**config.mk**
```make
export PLATFORM = sky130hd
export DESIGN_NAME = ultrasound_scan_scheduler_flat
export DESIGN_NICKNAME = d
export VERILOG_FILES = /design/src/rtl/rover_pkg.sv /design/src/rtl/ultrasound_scan_scheduler_if.sv /design/src/rtl/median3_filter.sv /design/src/rtl/ultrasound_scan_scheduler.sv /design/src/flat_wrapper.sv
export SDC_FILE = /design/constraint.sdc
export NUM_CORES = 1
export LEC_CHECK = 0
export CORE_UTILIZATION = 50
export DETAILED_ROUTE_END_ITERATION = 8
export HOLD_SLACK_MARGIN = 0.05
export PLACE_DENSITY = 0.72
export SLEW_MARGIN = 40
export SYNTH_ARGS = -nofsm -noshare
export SYNTH_HDL_FRONTEND = slang
export SYNTH_SLANG_ARGS = --single-unit
export TNS_END_PERCENT = 30
```
**constraint.sdc**
```tcl
create_clock -name clock -period 5.4 [get_ports clock]
set_clock_uncertainty 0.1 [all_clocks]
set_input_delay 0.54 -clock clock [delete_from_list [all_inputs] [get_ports clock]]
set_output_delay 0.54 -clock clock [all_outputs]
set_load 0.02 [all_outputs]
```
**src/rtl/rover_pkg.sv**
```systemverilog
// Shared rover tracker types and constants.
// State encodings, location field widths, no-echo sentinels, clock rate.
package rover_pkg;

    localparam int CLK_HZ  = 27000000;
    localparam int ANGLE_W = 4;
    localparam int DIST_W  = 8;
    localparam int LOC_W   = ANGLE_W + DIST_W;

    localparam logic [DIST_W-1:0] NO_ECHO_LO = 8'h00;
    localparam logic [DIST_W-1:0] NO_ECHO_HI = 8'hFF;

    typedef enum logic [2:0] {
        S_IDLE    = 3'd0,
        S_START   = 3'd1,
        S_WAIT    = 3'd2,
        S_FILTER  = 3'd3,
        S_PUBLISH = 3'd4,
        S_RECOVER = 3'd5
    } state_t;

    function automatic logic is_no_echo(input logic [DIST_W-1:0] d);
        return (d == NO_ECHO_LO) || (d == NO_ECHO_HI);
    endfunction

endpackage

```
**src/rtl/ultrasound_scan_scheduler_if.sv**
```systemverilog
// Bundle between the scan scheduler, the main FSM and the calculator.
// slave: scheduler side; master: main FSM / calculator / bench side.
interface ultrasound_scan_scheduler_if;
    import rover_pkg::*;

    logic             enable;
    logic             request;
    logic             calc_done;
    logic [LOC_W-1:0] calc_location;
    logic             calculate;
    logic             calc_reset;
    logic [LOC_W-1:0] location;
    logic             location_valid;
    logic             no_echo;
    logic             busy;
    logic [7:0]       timeout_count;
    logic [2:0]       state;

    modport slave (
        input  enable, request, calc_done, calc_location,
        output calculate, calc_reset, location, location_valid,
        output no_echo, busy, timeout_count, state
    );

    modport master (
        output enable, request, calc_done, calc_location,
        input  calculate, calc_reset, location, location_valid,
        input  no_echo, busy, timeout_count, state
    );

endinterface

```
**src/rtl/median3_filter.sv**
```systemverilog
// Three-entry distance history with fill count and median output.
// Ports: clock, clear_i (sync clear), push_i, din_i, med_o (combinational).
module median3_filter
    import rover_pkg::*;
(
    input  logic              clock,
    input  logic              clear_i,
    input  logic              push_i,
    input  logic [DIST_W-1:0] din_i,
    output logic [DIST_W-1:0] med_o
);

    logic [DIST_W-1:0] h0_q, h1_q, h2_q;
    logic [1:0]        fill_q;
    logic [DIST_W-1:0] lo_ab, hi_ab, lo_c, med3;

    always_ff @(posedge clock) begin
        if (clear_i) begin
            h0_q   <= '0;
            h1_q   <= '0;
            h2_q   <= '0;
            fill_q <= 2'd0;
        end else if (push_i) begin
            h0_q <= din_i;
            h1_q <= h0_q;
            h2_q <= h1_q;
            if (fill_q != 2'd3)
                fill_q <= fill_q + 2'd1;
        end
    end

    // median = max(min(a,b), min(max(a,b),c))
    always_comb begin
        lo_ab = (h0_q < h1_q) ? h0_q : h1_q;
        hi_ab = (h0_q < h1_q) ? h1_q : h0_q;
        lo_c  = (hi_ab < h2_q) ? hi_ab : h2_q;
        med3  = (lo_ab > lo_c) ? lo_ab : lo_c;
    end

    // Partial history publishes the newest entry
    always_comb begin
        unique case (fill_q)
            2'd3:    med_o = med3;
            2'd0:    med_o = '0;
            default: med_o = h0_q;
        endcase
    end

endmodule

```
**src/rtl/ultrasound_scan_scheduler.sv**
```systemverilog
// Starts the location calculator periodically or on request, watches for a
// hung calculator, median-filters distance and publishes {angle, distance}.
// Ports: clock, reset (sync, active-high), bus (slave side of the bundle).
module ultrasound_scan_scheduler
    import rover_pkg::*;
#(
    parameter int PERIOD_CYCLES     = CLK_HZ / 10,
    parameter int TIMEOUT_CYCLES    = 3 * CLK_HZ,
    parameter int CALC_RESET_CYCLES = 4
) (
    input  logic                        clock,
    input  logic                        reset,
    ultrasound_scan_scheduler_if.slave  bus
);

    localparam int PW = $clog2(PERIOD_CYCLES);
    localparam int WW = $clog2(TIMEOUT_CYCLES);
    localparam int RW = $clog2(CALC_RESET_CYCLES + 1);

    state_t           state_q, state_d;
    logic [PW-1:0]    per_q, per_d;
    logic [WW-1:0]    wd_q, wd_d;
    logic [RW-1:0]    rc_q, rc_d;
    logic             pending_q, pending_d;
    logic             done_prev_q;
    logic [LOC_W-1:0] cap_q, cap_d;
    logic             calculate_q, calculate_d;
    logic [LOC_W-1:0] loc_q, loc_d;
    logic             valid_q, valid_d;
    logic             no_echo_q, no_echo_d;
    logic [7:0]       tcount_q, tcount_d;

    logic              wrap;
    logic              done_rise;
    logic              push;
    logic [DIST_W-1:0] med;

    assign wrap      = bus.enable && (per_q == PW'(PERIOD_CYCLES - 1));
    assign done_rise = bus.calc_done && !done_prev_q;

    median3_filter u_med (
        .clock   (clock),
        .clear_i (reset),
        .push_i  (push),
        .din_i   (cap_q[DIST_W-1:0]),
        .med_o   (med)
    );

    always_comb begin
        state_d     = state_q;
        pending_d   = pending_q;
        wd_d        = wd_q;
        rc_d        = rc_q;
        cap_d       = cap_q;
        calculate_d = 1'b0;
        loc_d       = loc_q;
        valid_d     = 1'b0;
        no_echo_d   = no_echo_q;
        tcount_d    = tcount_q;
        push        = 1'b0;

        if (!bus.enable || wrap)
            per_d = '0;
        else
            per_d = per_q + PW'(1);

        unique case (state_q)
            S_IDLE: begin
                if (pending_q)
                    state_d = S_START;
            end
            S_START: begin
                calculate_d = 1'b1;
                pending_d   = 1'b0;
                wd_d        = '0;
                state_d     = S_WAIT;
            end
            S_WAIT: begin
                if (done_rise) begin
                    cap_d   = bus.calc_location;
                    state_d = S_FILTER;
                end else if (wd_q == WW'(TIMEOUT_CYCLES - 1)) begin
                    rc_d    = '0;
                    state_d = S_RECOVER;
                    if (tcount_q != 8'hFF)
                        tcount_d = tcount_q + 8'd1;
                end else begin
                    wd_d = wd_q + WW'(1);
                end
            end
            S_FILTER: begin
                if (is_no_echo(cap_q[DIST_W-1:0])) begin
                    no_echo_d = 1'b1;
                end else begin
                    no_echo_d = 1'b0;
                    push      = 1'b1;
                end
                state_d = S_PUBLISH;
            end
            S_PUBLISH: begin
                loc_d   = {cap_q[LOC_W-1:DIST_W], med};
                valid_d = 1'b1;
                state_d = S_IDLE;
            end
            S_RECOVER: begin
                if (rc_q == RW'(CALC_RESET_CYCLES - 1))
                    state_d = S_IDLE;
                else
                    rc_d = rc_q + RW'(1);
            end
            default: state_d = S_IDLE;
        endcase

        // A trigger landing in START re-arms rather than being lost
        if (bus.request || wrap)
            pending_d = 1'b1;
    end

    always_ff @(posedge clock) begin
        if (reset) begin
            state_q     <= S_IDLE;
            per_q       <= '0;
            wd_q        <= '0;
            rc_q        <= '0;
            pending_q   <= 1'b0;
            done_prev_q <= 1'b0;
            cap_q       <= '0;
            calculate_q <= 1'b0;
            loc_q       <= '0;
            valid_q     <= 1'b0;
            no_echo_q   <= 1'b0;
            tcount_q    <= '0;
        end else begin
            state_q     <= state_d;
            per_q       <= per_d;
            wd_q        <= wd_d;
            rc_q        <= rc_d;
            pending_q   <= pending_d;
            done_prev_q <= bus.calc_done;
            cap_q       <= cap_d;
            calculate_q <= calculate_d;
            loc_q       <= loc_d;
            valid_q     <= valid_d;
            no_echo_q   <= no_echo_d;
            tcount_q    <= tcount_d;
        end
    end

    // calc_reset follows the state so it drops on the same edge as reset
    assign bus.calculate      = calculate_q;
    assign bus.calc_reset     = (state_q == S_RECOVER);
    assign bus.location       = loc_q;
    assign bus.location_valid = valid_q;
    assign bus.no_echo        = no_echo_q;
    assign bus.timeout_count  = tcount_q;
    assign bus.state          = state_q;
    assign bus.busy           = (state_q == S_WAIT)    ||
                                (state_q == S_FILTER)  ||
                                (state_q == S_PUBLISH) ||
                                (state_q == S_RECOVER) ||
                                valid_q;

endmodule

```
**src/flat_wrapper.sv**
```systemverilog
// flat-port wrapper written by rule: the top's interface ports become plain ports
module ultrasound_scan_scheduler_flat import rover_pkg::*;
#(
    parameter int PERIOD_CYCLES     = CLK_HZ / 10,
    parameter int TIMEOUT_CYCLES    = 3 * CLK_HZ,
    parameter int CALC_RESET_CYCLES = 4
)
  (clock, reset, bus_enable, bus_request, bus_calc_done, bus_calc_location, bus_calculate, bus_calc_reset, bus_location, bus_location_valid, bus_no_echo, bus_busy, bus_timeout_count, bus_state);
  ultrasound_scan_scheduler_if bus_i ();
  input  logic clock;
  input  logic reset;
  input wire logic [$bits(bus_i.enable)-1:0] bus_enable;
  input wire logic [$bits(bus_i.request)-1:0] bus_request;
  input wire logic [$bits(bus_i.calc_done)-1:0] bus_calc_done;
  input wire logic [$bits(bus_i.calc_location)-1:0] bus_calc_location;
  output wire logic [$bits(bus_i.calculate)-1:0] bus_calculate;
  output wire logic [$bits(bus_i.calc_reset)-1:0] bus_calc_reset;
  output wire logic [$bits(bus_i.location)-1:0] bus_location;
  output wire logic [$bits(bus_i.location_valid)-1:0] bus_location_valid;
  output wire logic [$bits(bus_i.no_echo)-1:0] bus_no_echo;
  output wire logic [$bits(bus_i.busy)-1:0] bus_busy;
  output wire logic [$bits(bus_i.timeout_count)-1:0] bus_timeout_count;
  output wire logic [$bits(bus_i.state)-1:0] bus_state;
  assign bus_i.enable = bus_enable;
  assign bus_i.request = bus_request;
  assign bus_i.calc_done = bus_calc_done;
  assign bus_i.calc_location = bus_calc_location;
  assign bus_calculate = bus_i.calculate;
  assign bus_calc_reset = bus_i.calc_reset;
  assign bus_location = bus_i.location;
  assign bus_location_valid = bus_i.location_valid;
  assign bus_no_echo = bus_i.no_echo;
  assign bus_busy = bus_i.busy;
  assign bus_timeout_count = bus_i.timeout_count;
  assign bus_state = bus_i.state;
  ultrasound_scan_scheduler #(.PERIOD_CYCLES(PERIOD_CYCLES), .TIMEOUT_CYCLES(TIMEOUT_CYCLES), .CALC_RESET_CYCLES(CALC_RESET_CYCLES)) u_core (.clock(clock), .reset(reset), .bus(bus_i));
endmodule
```
==> reports/metrics.yaml, run 1 <==
syn_area_per_cell_sq_um: 8.557
syn_inst: 708
vias: 5365
finalCriticalPeriod_ns: 5.268
setup_viol: 0
htreeDepth: 4
drcViolationCount: 1
yosysWarnings: 0
r2r_slack_ns: 0.13
core_sq_um: 11610
cp_data_arrival_time_ns: 5.44
drive_above_1_share: 0.1458
critPathKind: "register to register"
wl_per_cell_um: 16.07
async_flop_share: 0
cts_tree: "built"
ys_top_cells_by_area: "dfxtp_1 39%, ha_1 5.8%, nor2_1 5.5%"
tns_ns: 0
ys_types: 63
antenna_found_initial: 0
finalHoldViolations: 0
synth_ff_type: "dfxtp_1"
status: "finished with violations"
ir_drop_uv: 322.6
critPathRequiredTime_ns: 5.57
hpwl_mm: 10.03
die-area_sq_um: 12560
max_cap_viol_count: 0
wirelength_mm: 14.75
max_freq_mhz: 189.8
crit_fanout: 11
tightest_slew_ns: 0.8686
synth_edf_count: 0
grt_use_total: 0.2395
clkSlewWorstSetupHoldPaths_ns: 0.06
initialDrtViolationCount: 326
grt-ovfl-total: 0
grt_max_degree: 48
syn_area_sq_um: 6058
pre_cts_ws_ns: 0.03441
final_common_cell: "dfxtp_1"
grt_pass1_wl_mm: 24.21
row_count: 39
syn_nets: 753
hold_path.class: "register to register"
clk_path_buf_depth: 2
gp_congestion: 0.9677
area_growth_pct: 23.87
numClockSinks: 118
cts_buffers: 17
critical_path.slowest_cell: "dfxtp_2"
synth_top_area_frac: 0.3899
die_w_um: 112.1
final_util: 0.6462
portBuffers: 44
final_nets: 808
violations: "design-rule violations"
slew_violations: 0
worstPathCellList: "inv_1 > ha_1 > and3_2 > a221o_1 > a21oi_4 > buf_4 > mux2_2 > ha_1 > o21ai_1 > o21bai_1 > nor4b_1 > buf_4 > o211ai_4 > a21oi_2 > o21bai_1 > ha_1 > a21o_1 > a21oi_1 > a211oi_1 > buf_4 > o21a_4 > a221oi_2 > o22ai_1"
io_pins: 45
first_pass_iters: 7
startpoint_type: "register"
slew_headroom: 0.4209
antenna_cells: 0
layout_common_cells: "115 x dfxtp_1, 88 x nor2_1, 80 x nand2_1"
cpPeakStageDelay_ns: 0.36
grt_pass1_vias: 5090
yosysSeqAreaShare: 0.3899
ant_nets: 0
worstSkewPairLatency_ns: 0.42
ys_ff_latch: 118
leakage_uw: 0.002949
fin_crit_sh: 0.9756
cp-end-kind: "register"
powerDensity_nw_per_um2: 299.7
initial_utilization: 0.5217
vias_per_cell: 5.844
die_height_um: 112.1
cts_hold_buf: 0
cts_root_buf: "clkbuf_16"
yosys.area.top_type: "dfxtp_1"
setup_ws_ns: 0.1320
-- worst paths after layout --
kind / from / end / depth (start not counted)
hold reg to reg: u_core.cap_q[10] / u_core.bus.location[10] / 2
setup reg to reg: u_core.u_med.h1_q[7] / u_core.bus.location[7] / 23
setup / recovery: u_core.u_med.h1_q[7] / u_core.bus.location[7] / 23
hold / removal: u_core.cap_q[10] / u_core.bus.location[10] / 2
-- synth_stat cells, types with 6 or more instances --
cell type	number
a211oi_1	6
nand2_1	81
a221oi_1	7
nor2_1	89
dfxtp_1	118
nand4_1	11
clkbuf_1	17
o2111ai_1	12
o21ai_0	15
o211ai_1	7
o22ai_1	8
nor2b_1	11
xnor2_1	12
mux2_2	12
a21oi_1	50
buf_2	11
nor3_1	15
xor2_1	35
mux2i_1	14
o31ai_1	9
ha_1	28
inv_1	22
nand3_1	16
and3_1	13
or3_1	7
o21bai_1	15
-- critical path: cells and delay by family, from the launching register on --
family                   cells  cell delay (ns)
multiplexers                 1             0.36
flip-flops                   1             0.36
buffers and inverters        4             0.57
AO/OA/AOI/OAI               13             2.33
adder cells (fa/ha/maj)      3             0.87
AND/OR/NAND/NOR              2             0.52
-- registers in the layout, indices dropped and copies added (netlist names), 3 cells and up --
name / cells
u_core.wd_q: 27
u_core.per_q: 22
u_core.bus.location: 12
u_core.cap_q: 12
u_core.bus.timeout_count: 8
u_core.u_med.h0_q: 8
u_core.u_med.h1_q: 8
u_core.u_med.h2_q: 8
u_core.bus.state: 3
u_core.rc_q: 3
-- per-stage QoR --
stage               instances  power, uW  hold WS, ns  instance area (sq um)
global placement          881      997.8       0.3389                   6666
CTS                       912       2251       0.3543                   7340
floorplan                 708      965.5       0.3298                   6058
detailed placement        881      999.1       0.3471                   6669
global route              918       2307       0.3768                   7505
finish                    918       2249       0.3499                   7505
-- layout make-up --
class                           count  area, sq um
Tap cell                          143        178.9
Inverter                           23        86.33
Sequential cell                   118         2366
Fill cell                         969         4109
Timing Repair Buffer               69        625.6
Clock inverter                      6        135.1
Clock buffer                       25        535.5
Multi-Input combinational cell    534         3577
-- cell families (layout without fill, tap and decap cells) --
kind of cell    Yosys count  count (layout)  synth area share
mux                      29              29           0.05287
fa+ha+maj                28              28           0.05783
compound gates          149             149            0.1660
flops                   118             118            0.3899
simple gates            281             281            0.2266
buf+inv                  56             123           0.03883
xor+xnor                 47              47           0.06795
-- where the power goes --
part           switching, uW  internal, uW
sequential              8.56           879
clock                    397           868
combinational           56.6          39.6
total                    462          1790
-- routing by layer --
layer	share of wire	track usage	vias up
met4	0.021	0.08533	0
met2	0.48	0.3963	158
li1	-	-	2631
met1	0.45	0.3044	2545
met5	0	0	-
met3	0.048	0.05886	31
-- timing repair --
| item | 4_1_cts | 5_1_grt |
|---|---|---|
| resized for setup | 0 | 28 |
| buffers inserted | 0 | 5 |
| hold endpoints to repair | 0 | 0 |
| endpoints found under the setup margin | 0 | 8 |
Power figures use the tool's default switching activity.
==> run 2: changes to the inputs <==
GPL_ROUTABILITY_DRIVEN = 0   (was unset)
==> reports/metrics.yaml, run 2 (synthesized netlist as in run 1, its figures left out) <==
status: "finished clean"  # was finished with violations
regMostFlops: "u_core.wd_q"  # unchanged
htreeDepth: 4  # unchanged
portBuffers: 44  # unchanged
die_w_um: 112.1  # unchanged
finalHoldViolations: 0  # unchanged
cp_data_arrival_time_ns: 5.34  # was 5.44 ns
cts_buffers: 17  # unchanged
grt_max_degree: 48  # unchanged
die-area_sq_um: 12560  # unchanged
slew_headroom: 0.4333  # was 0.4209
crit_fanout: 7  # was 11
critPathKind: "register to register"  # unchanged
startpoint_type: "register"  # unchanged
drive_above_1_share: 0.1364  # was 0.1458
antenna_found_initial: 0  # unchanged
row_count: 39  # unchanged
ir_drop_uv: 257.7  # was 322.6 uV
instances_no_fill: 913  # was 918
io_pins: 45  # unchanged
grt_use_total: 0.2439  # was 0.2395
hold_path.class: "register to register"  # unchanged
powerDensity_nw_per_um2: 288.7  # was 299.7 nW/um^2
wl_per_cell_um: 15.86  # was 16.07 um
tightest_slew_ns: 0.8474  # was 0.8686 ns
cts_hold_buf: 0  # unchanged
leakage_uw: 0.002902  # was 0.002949 uW
clk_path_buf_depth: 2  # unchanged
wirelength_mm: 14.48  # was 14.75 mm
postLayoutCellArea_sq_um: 7390  # was 7505 sq um
die_height_um: 112.1  # unchanged
core_sq_um: 11610  # unchanged
ant_nets: 0  # unchanged
layout_common_cells: "116 x dfxtp_1, 88 x nor2_1, 80 x nand2_1"  # was 115 x dfxtp_1, 88 x nor2_1, 80 x nand2_1
slew_violations: 0  # unchanged
worstSkewPairLatency_ns: 0.42  # about the same
grt_pass1_wl_mm: 24.52  # was 24.21 mm
area_growth_pct: 21.97  # was 23.87%
placed_cells: 878  # was 881
vias_per_cell: 5.796  # was 5.844
max_freq_mhz: 193.6  # was 189.8 MHz
antenna_cells: 0  # unchanged
initial_utilization: 0.5217  # unchanged
final_nets: 803  # was 808
hpwl_mm: 9.925  # was 10.03 mm
max_cap_viol_count: 0  # unchanged
dpl_cell_area_sq_um: 6644  # was 6669 sq um
grt-ovfl-total: 0  # unchanged
fillerInstances: 952  # was 969
setup_viol: 0  # unchanged
numClockSinks: 118  # unchanged
grt_pass1_vias: 5180  # was 5090
cts_tree: "built"  # unchanged
finalCriticalPeriod_ns: 5.165  # was 5.268 ns
clkSlewWorstSetupHoldPaths_ns: 0.05  # was 0.06 ns
pre_cts_ws_ns: 0.07437  # was 0.03441 ns
critPathRequiredTime_ns: 5.58  # was 5.57 ns
fin_crit_sh: 0.9565  # was 0.9756
initialDrtViolationCount: 336  # was 326
reg.largest.list: "u_core.wd_q x27, u_core.per_q x22"  # unchanged
drcViolationCount: 0  # was 1
first_pass_iters: 7  # unchanged
cts_root_buf: "clkbuf_16"  # unchanged
setup_ws_ns: 0.2348  # was 0.1320 ns
cp-end-kind: "register"  # unchanged
final_common_cell: "dfxtp_1"  # unchanged
vias: 5292  # was 5365
largest_reg_flops: 27  # unchanged
power_uw: 2134  # was 2249 uW
-- run 2: changes by cell type in the layout (fill, tap and decap cells not counted), moves of 2 or more --
cell / previous run / this run
buf_4: 26 / 21
clkbuf_1: 0 / 2
o21ai_0: 12 / 14
a221oi_2: 5 / 7
clkbuf_8: 8 / 3
o21ai_1: 4 / 2
clkinv_2: 0 / 4
-- run 2: power breakdown --
group          internal (uW)  switching, uW  leakage [uW]
Combinational           39.6           57.5       0.00166
Sequential               880           8.43      0.000953
Clock                    755            393      0.000292
Total                   1670            459       0.00290
-- run 2: layer usage --
metal,routed length [um],GRT usage
met1,6581,0.3004
met2,6925,0.4025
met3,663,0.06479
met4,313,0.1058
met5,0,0
-- run 2: critical path, cell delays in order, from the launching register on --
cell       delay, ns
dfxtp_2         0.36
inv_1           0.05
ha_1            0.28
and3_2          0.22
a221o_1         0.36
a21oi_4         0.19
mux2_2          0.38
ha_1            0.29
a211oi_1        0.24
o21bai_1        0.14
nor4b_2         0.22
buf_4           0.17
o211ai_4        0.10
a21oi_2         0.18
o21bai_1        0.14
ha_1            0.26
nor2b_1         0.14
o2111ai_1       0.22
a211oi_2        0.11
buf_4           0.17
o21a_4          0.25
a221oi_2        0.29
o22ai_1         0.14
-- run 2: path summary, 6_finish.rpt --
kind	start	to	slack, ns	depth (start not counted)
min reg2reg	u_core.cap_q[9]	u_core.bus.location[9]	0.35	2
max reg2reg	u_core.u_med.h1_q[7]	u_core.bus.location[5]	0.23	22
min	u_core.cap_q[9]	u_core.bus.location[9]	0.35	2
max	u_core.u_med.h1_q[7]	u_core.bus.location[5]	0.23	22
-- run 2: stage by stage --
step | hold slack (ns) | util | setup TNS (ns)
6_report | 0.3493 | 0.6363 | 0
5_1_grt | 0.3569 | 0.6363 | -0.1557
4_1_cts | 0.3447 | 0.6237 | 0
3_5_place_dp | 0.3430 | 0.5721 | 0
3_3_place_gp | 0.3375 | 0.5721 | 0
2_1_floorplan | 0.3298 | - | 0
-- run 2: cell type report --
| type | count | area [sq um] | area share |
|---|---|---|---|
| Clock inverter | 9 | 125.1 | 0.01693 |
| Clock buffer | 22 | 474.2 | 0.06417 |
| Inverter | 23 | 86.33 | 0.01168 |
| Sequential cell | 118 | 2365 | 0.3200 |
| Timing Repair Buffer | 64 | 588.1 | 0.07958 |
| Multi-Input combinational cell | 534 | 3572 | 0.4834 |
| Tap cell | 143 | 178.9 | 0.02421 |
-- run 2: repair_timing --
item                                    in CTS  in global routing
endpoints found under the setup margin       0                  8
setup buffers                                0                  4
endpoints found under the hold margin        0                  0
resized for setup                            0                 25
==> run 3: changes to the inputs <==
CORE_MARGIN = 1.5   (was unset)
MAX_ROUTING_LAYER = met4   (was unset)
==> reports/metrics.yaml, run 3 (synthesized netlist as in run 1, its figures left out) <==
critPathKind: "register to register"  # unchanged
initialDrtViolationCount: 382  # was 336
grt_pass1_vias: 5081  # was 5180
fin_crit_sh: 0.9812  # was 0.9565
cts_tree: "built"  # unchanged
core_sq_um: 11910  # was 11610 sq um
portBuffers: 44  # unchanged
worstSkewPairLatency_ns: 0.42  # about the same
grtUsageMet2: 0.3681  # was 0.4025
numClockSinks: 118  # unchanged
multi_input_area_sq_um: 3532  # was 3572 sq um
reg.largest.list: "u_core.wd_q x27, u_core.per_q x22"  # unchanged
cts_root_buf: "clkbuf_16"  # unchanged
setup_viol: 0  # unchanged
largest_reg_flops: 27  # unchanged
regMostFlops: "u_core.wd_q"  # unchanged
worstPathCellList: "inv_1 > ha_1 > and3_2 > a221o_1 > a21oi_4 > mux2_2 > ha_1 > a211oi_2 > o21bai_1 > nor4b_2 > buf_4 > o211ai_4 > a21oi_2 > o21bai_1 > ha_1 > a21o_1 > a21oi_1 > a211oi_1 > buf_4 > o21a_2 > a221oi_1 > o22ai_1"  # was inv_1 > ha_1 > and3_2 > a221o_1 > a21oi_4 > mux2_2 > ha_1 > a211oi_1 > o21bai_1 > nor4b_2 > buf_4 > o211ai_4 > a21oi_2 > o21bai_1 > ha_1 > nor2b_1 > o2111ai_1 > a211oi_2 > buf_4 > o21a_4 > a221oi_2 > o22ai_1
worstReg2RegStart: "u_core.u_med.h1_q[7]"  # unchanged
finalHoldViolations: 0  # unchanged
grt_max_degree: 39  # was 48
grt-ovfl-total: 0  # unchanged
slew_violations: 0  # unchanged
area_growth_pct: 21.38  # was 21.97%
first_pass_iters: 5  # was 7
grt_pass1_wl_mm: 23.50  # was 24.52 mm
r2r-end: "u_core.bus.location[2]"  # was u_core.bus.location[5]
final_common_cell: "dfxtp_1"  # unchanged
initial_utilization: 0.5086  # was 0.5217
io_pins: 45  # unchanged
critical_path.slowest_cell: "mux2_2"  # unchanged
leakage_uw: 0.002884  # was 0.002902 uW
crit_family: "compound AO/OA/AOI/OAI gates"  # unchanged
r2r_slack_ns: 0.10  # was 0.23 ns
tns_ns: 0  # unchanged
final_nets: 802  # was 803
antenna_cells: 0  # unchanged
endpoint: "u_core.bus.location[2]"  # was u_core.bus.location[5]
fillerInstances: 1020  # was 952
htreeDepth: 4  # unchanged
antenna_found_initial: 0  # unchanged
cp-end-kind: "register"  # unchanged
vias: 5313  # was 5292
regArea_sq_um: 2366  # was 2365 sq um
ant_nets: 0  # unchanged
gr-usage-met1: 0.2816  # was 0.3004
startpoint_type: "register"  # unchanged
cp_data_arrival_time_ns: 5.49  # was 5.34 ns
max_freq_mhz: 188.7  # was 193.6 MHz
cp_common_cell: "ha_1"  # unchanged
die_height_um: 113.1  # was 112.1 um
die-area_sq_um: 12790  # was 12560 sq um
critPathRequiredTime_ns: 5.59  # was 5.58 ns
drive_above_1_share: 0.1247  # was 0.1364
cpPeakStageDelay_ns: 0.37  # was 0.38 ns
max_cap_viol_count: 0  # unchanged
cts_buffers: 17  # unchanged
clk_path_buf_depth: 2  # unchanged
layout_common_cells: "115 x dfxtp_1, 88 x nor2_1, 80 x nand2_1"  # was 116 x dfxtp_1, 88 x nor2_1, 80 x nand2_1
status: "finished clean"  # unchanged
tightest_slew_ns: 0.6861  # was 0.8474 ns
clkSlewWorstSetupHoldPaths_ns: 0.05  # about the same
grt.busiest_layer: "met2"  # unchanged
wirelength_mm: 14.18  # was 14.48 mm
finalCriticalPeriod_ns: 5.298  # was 5.165 ns
powerDensity_nw_per_um2: 289.1  # was 288.7 nW/um^2
vias_per_cell: 5.794  # was 5.796
row_count: 40  # was 39
die_w_um: 113.1  # was 112.1 um
drcViolationCount: 0  # unchanged
slew_headroom: 0.5426  # was 0.4333
wl_per_cell_um: 15.46  # was 15.86 um
crit_buf_inv: 3  # unchanged
hpwl_mm: 9.813  # was 9.925 mm
ir_drop_uv: 290.0  # was 257.7 uV
use_met3: 0.06160  # was 0.06479
crit_start: "u_core.u_med.h1_q[7]"  # unchanged
rr_worst_depth: 22  # unchanged
holdWs_ns: 0.3579  # was 0.3493 ns
crit_cells: 22  # unchanged
hold_path.class: "register to register"  # unchanged
cts_hold_buf: 0  # unchanged
grt_use_total: 0.2335  # was 0.2439
crit_fanout: 11  # was 7
-- run 3: report_power, final --
group	internal, uW	leakage [uW]	switching (uW)	total (uW)
registers	880	0.000953	9.00	889
logic	38.3	0.00164	54.9	93.3
clock network	760	0.000294	384	1140
-- run 3: per-layer routing --
metal / share of wire / vias up / wire length (um)
li1: - / 2610 / -
met1: 0.44 / 2495 / 6275
met2: 0.48 / 167 / 6770
met3: 0.058 / 41 / 828
met4: 0.022 / 0 / 305
met5: 0 / - / 0
-- run 3: final cells by class --
class,instances,share of cell area
clock buffers,24,0.06551
multi-input cells,534,0.4803
repair buffers,63,0.07912
clock inverters,8,0.01650
inverters,23,0.01174
well taps,147,0.02501
flip-flops and latches,118,0.3218
-- run 3: metrics by stage --
stage                     setup WS [ns]  total power [uW]  area (sq um)  cells  utilization
final                            0.1016              2126          7353    917       0.6173
after global routing            -0.1035              2196          7353    917       0.6173
after global placement           0.2396             996.9          6634    880       0.5569
after CTS                       0.01403              2144          7239    912       0.6078
after floorplan                  0.1156             965.5          6058    708            -
after detailed placement        0.03793             998.6          6636    880       0.5571
-- run 3: worst min path at each step --
| stage | to | from | depth (start not counted) | slack (ns) |
|---|---|---|---|---|
| after floorplan | u_core.per_q[0] | u_core.per_q[0] | 1 | 0.33 |
| after global placement | u_core.bus.location[11] | u_core.cap_q[11] | 2 | 0.34 |
| after detailed placement | u_core.bus.location[11] | u_core.bus.location[11] | 2 | 0.35 |
| after CTS | u_core.u_med.h2_q[0] | u_core.u_med.h2_q[0] | 2 | 0.36 |
| after global routing | u_core.bus.location[8] | u_core.bus.location[8] | 2 | 0.38 |
| final | u_core.bus.location[8] | u_core.cap_q[8] | 2 | 0.36 |
-- run 3: worst reg2reg max path, cell delays in order, from the launching register on --
cell      delay, ns
dfxtp_2        0.36
inv_1          0.05
ha_1           0.29
and3_2         0.23
a221o_1        0.35
a21oi_4        0.17
mux2_2         0.37
ha_1           0.32
a211oi_2       0.23
o21bai_1       0.13
nor4b_2        0.26
buf_4          0.18
o211ai_4       0.13
a21oi_2        0.18
o21bai_1       0.13
ha_1           0.29
a21o_1         0.20
a21oi_1        0.18
a211oi_1       0.11
buf_4          0.20
o21a_2         0.28
a221oi_1       0.31
o22ai_1        0.11
-- run 3: timing repair --
action,CTS,global route
setup endpoints to repair,0,8
buffers inserted,0,4
gates resized for setup,0,17
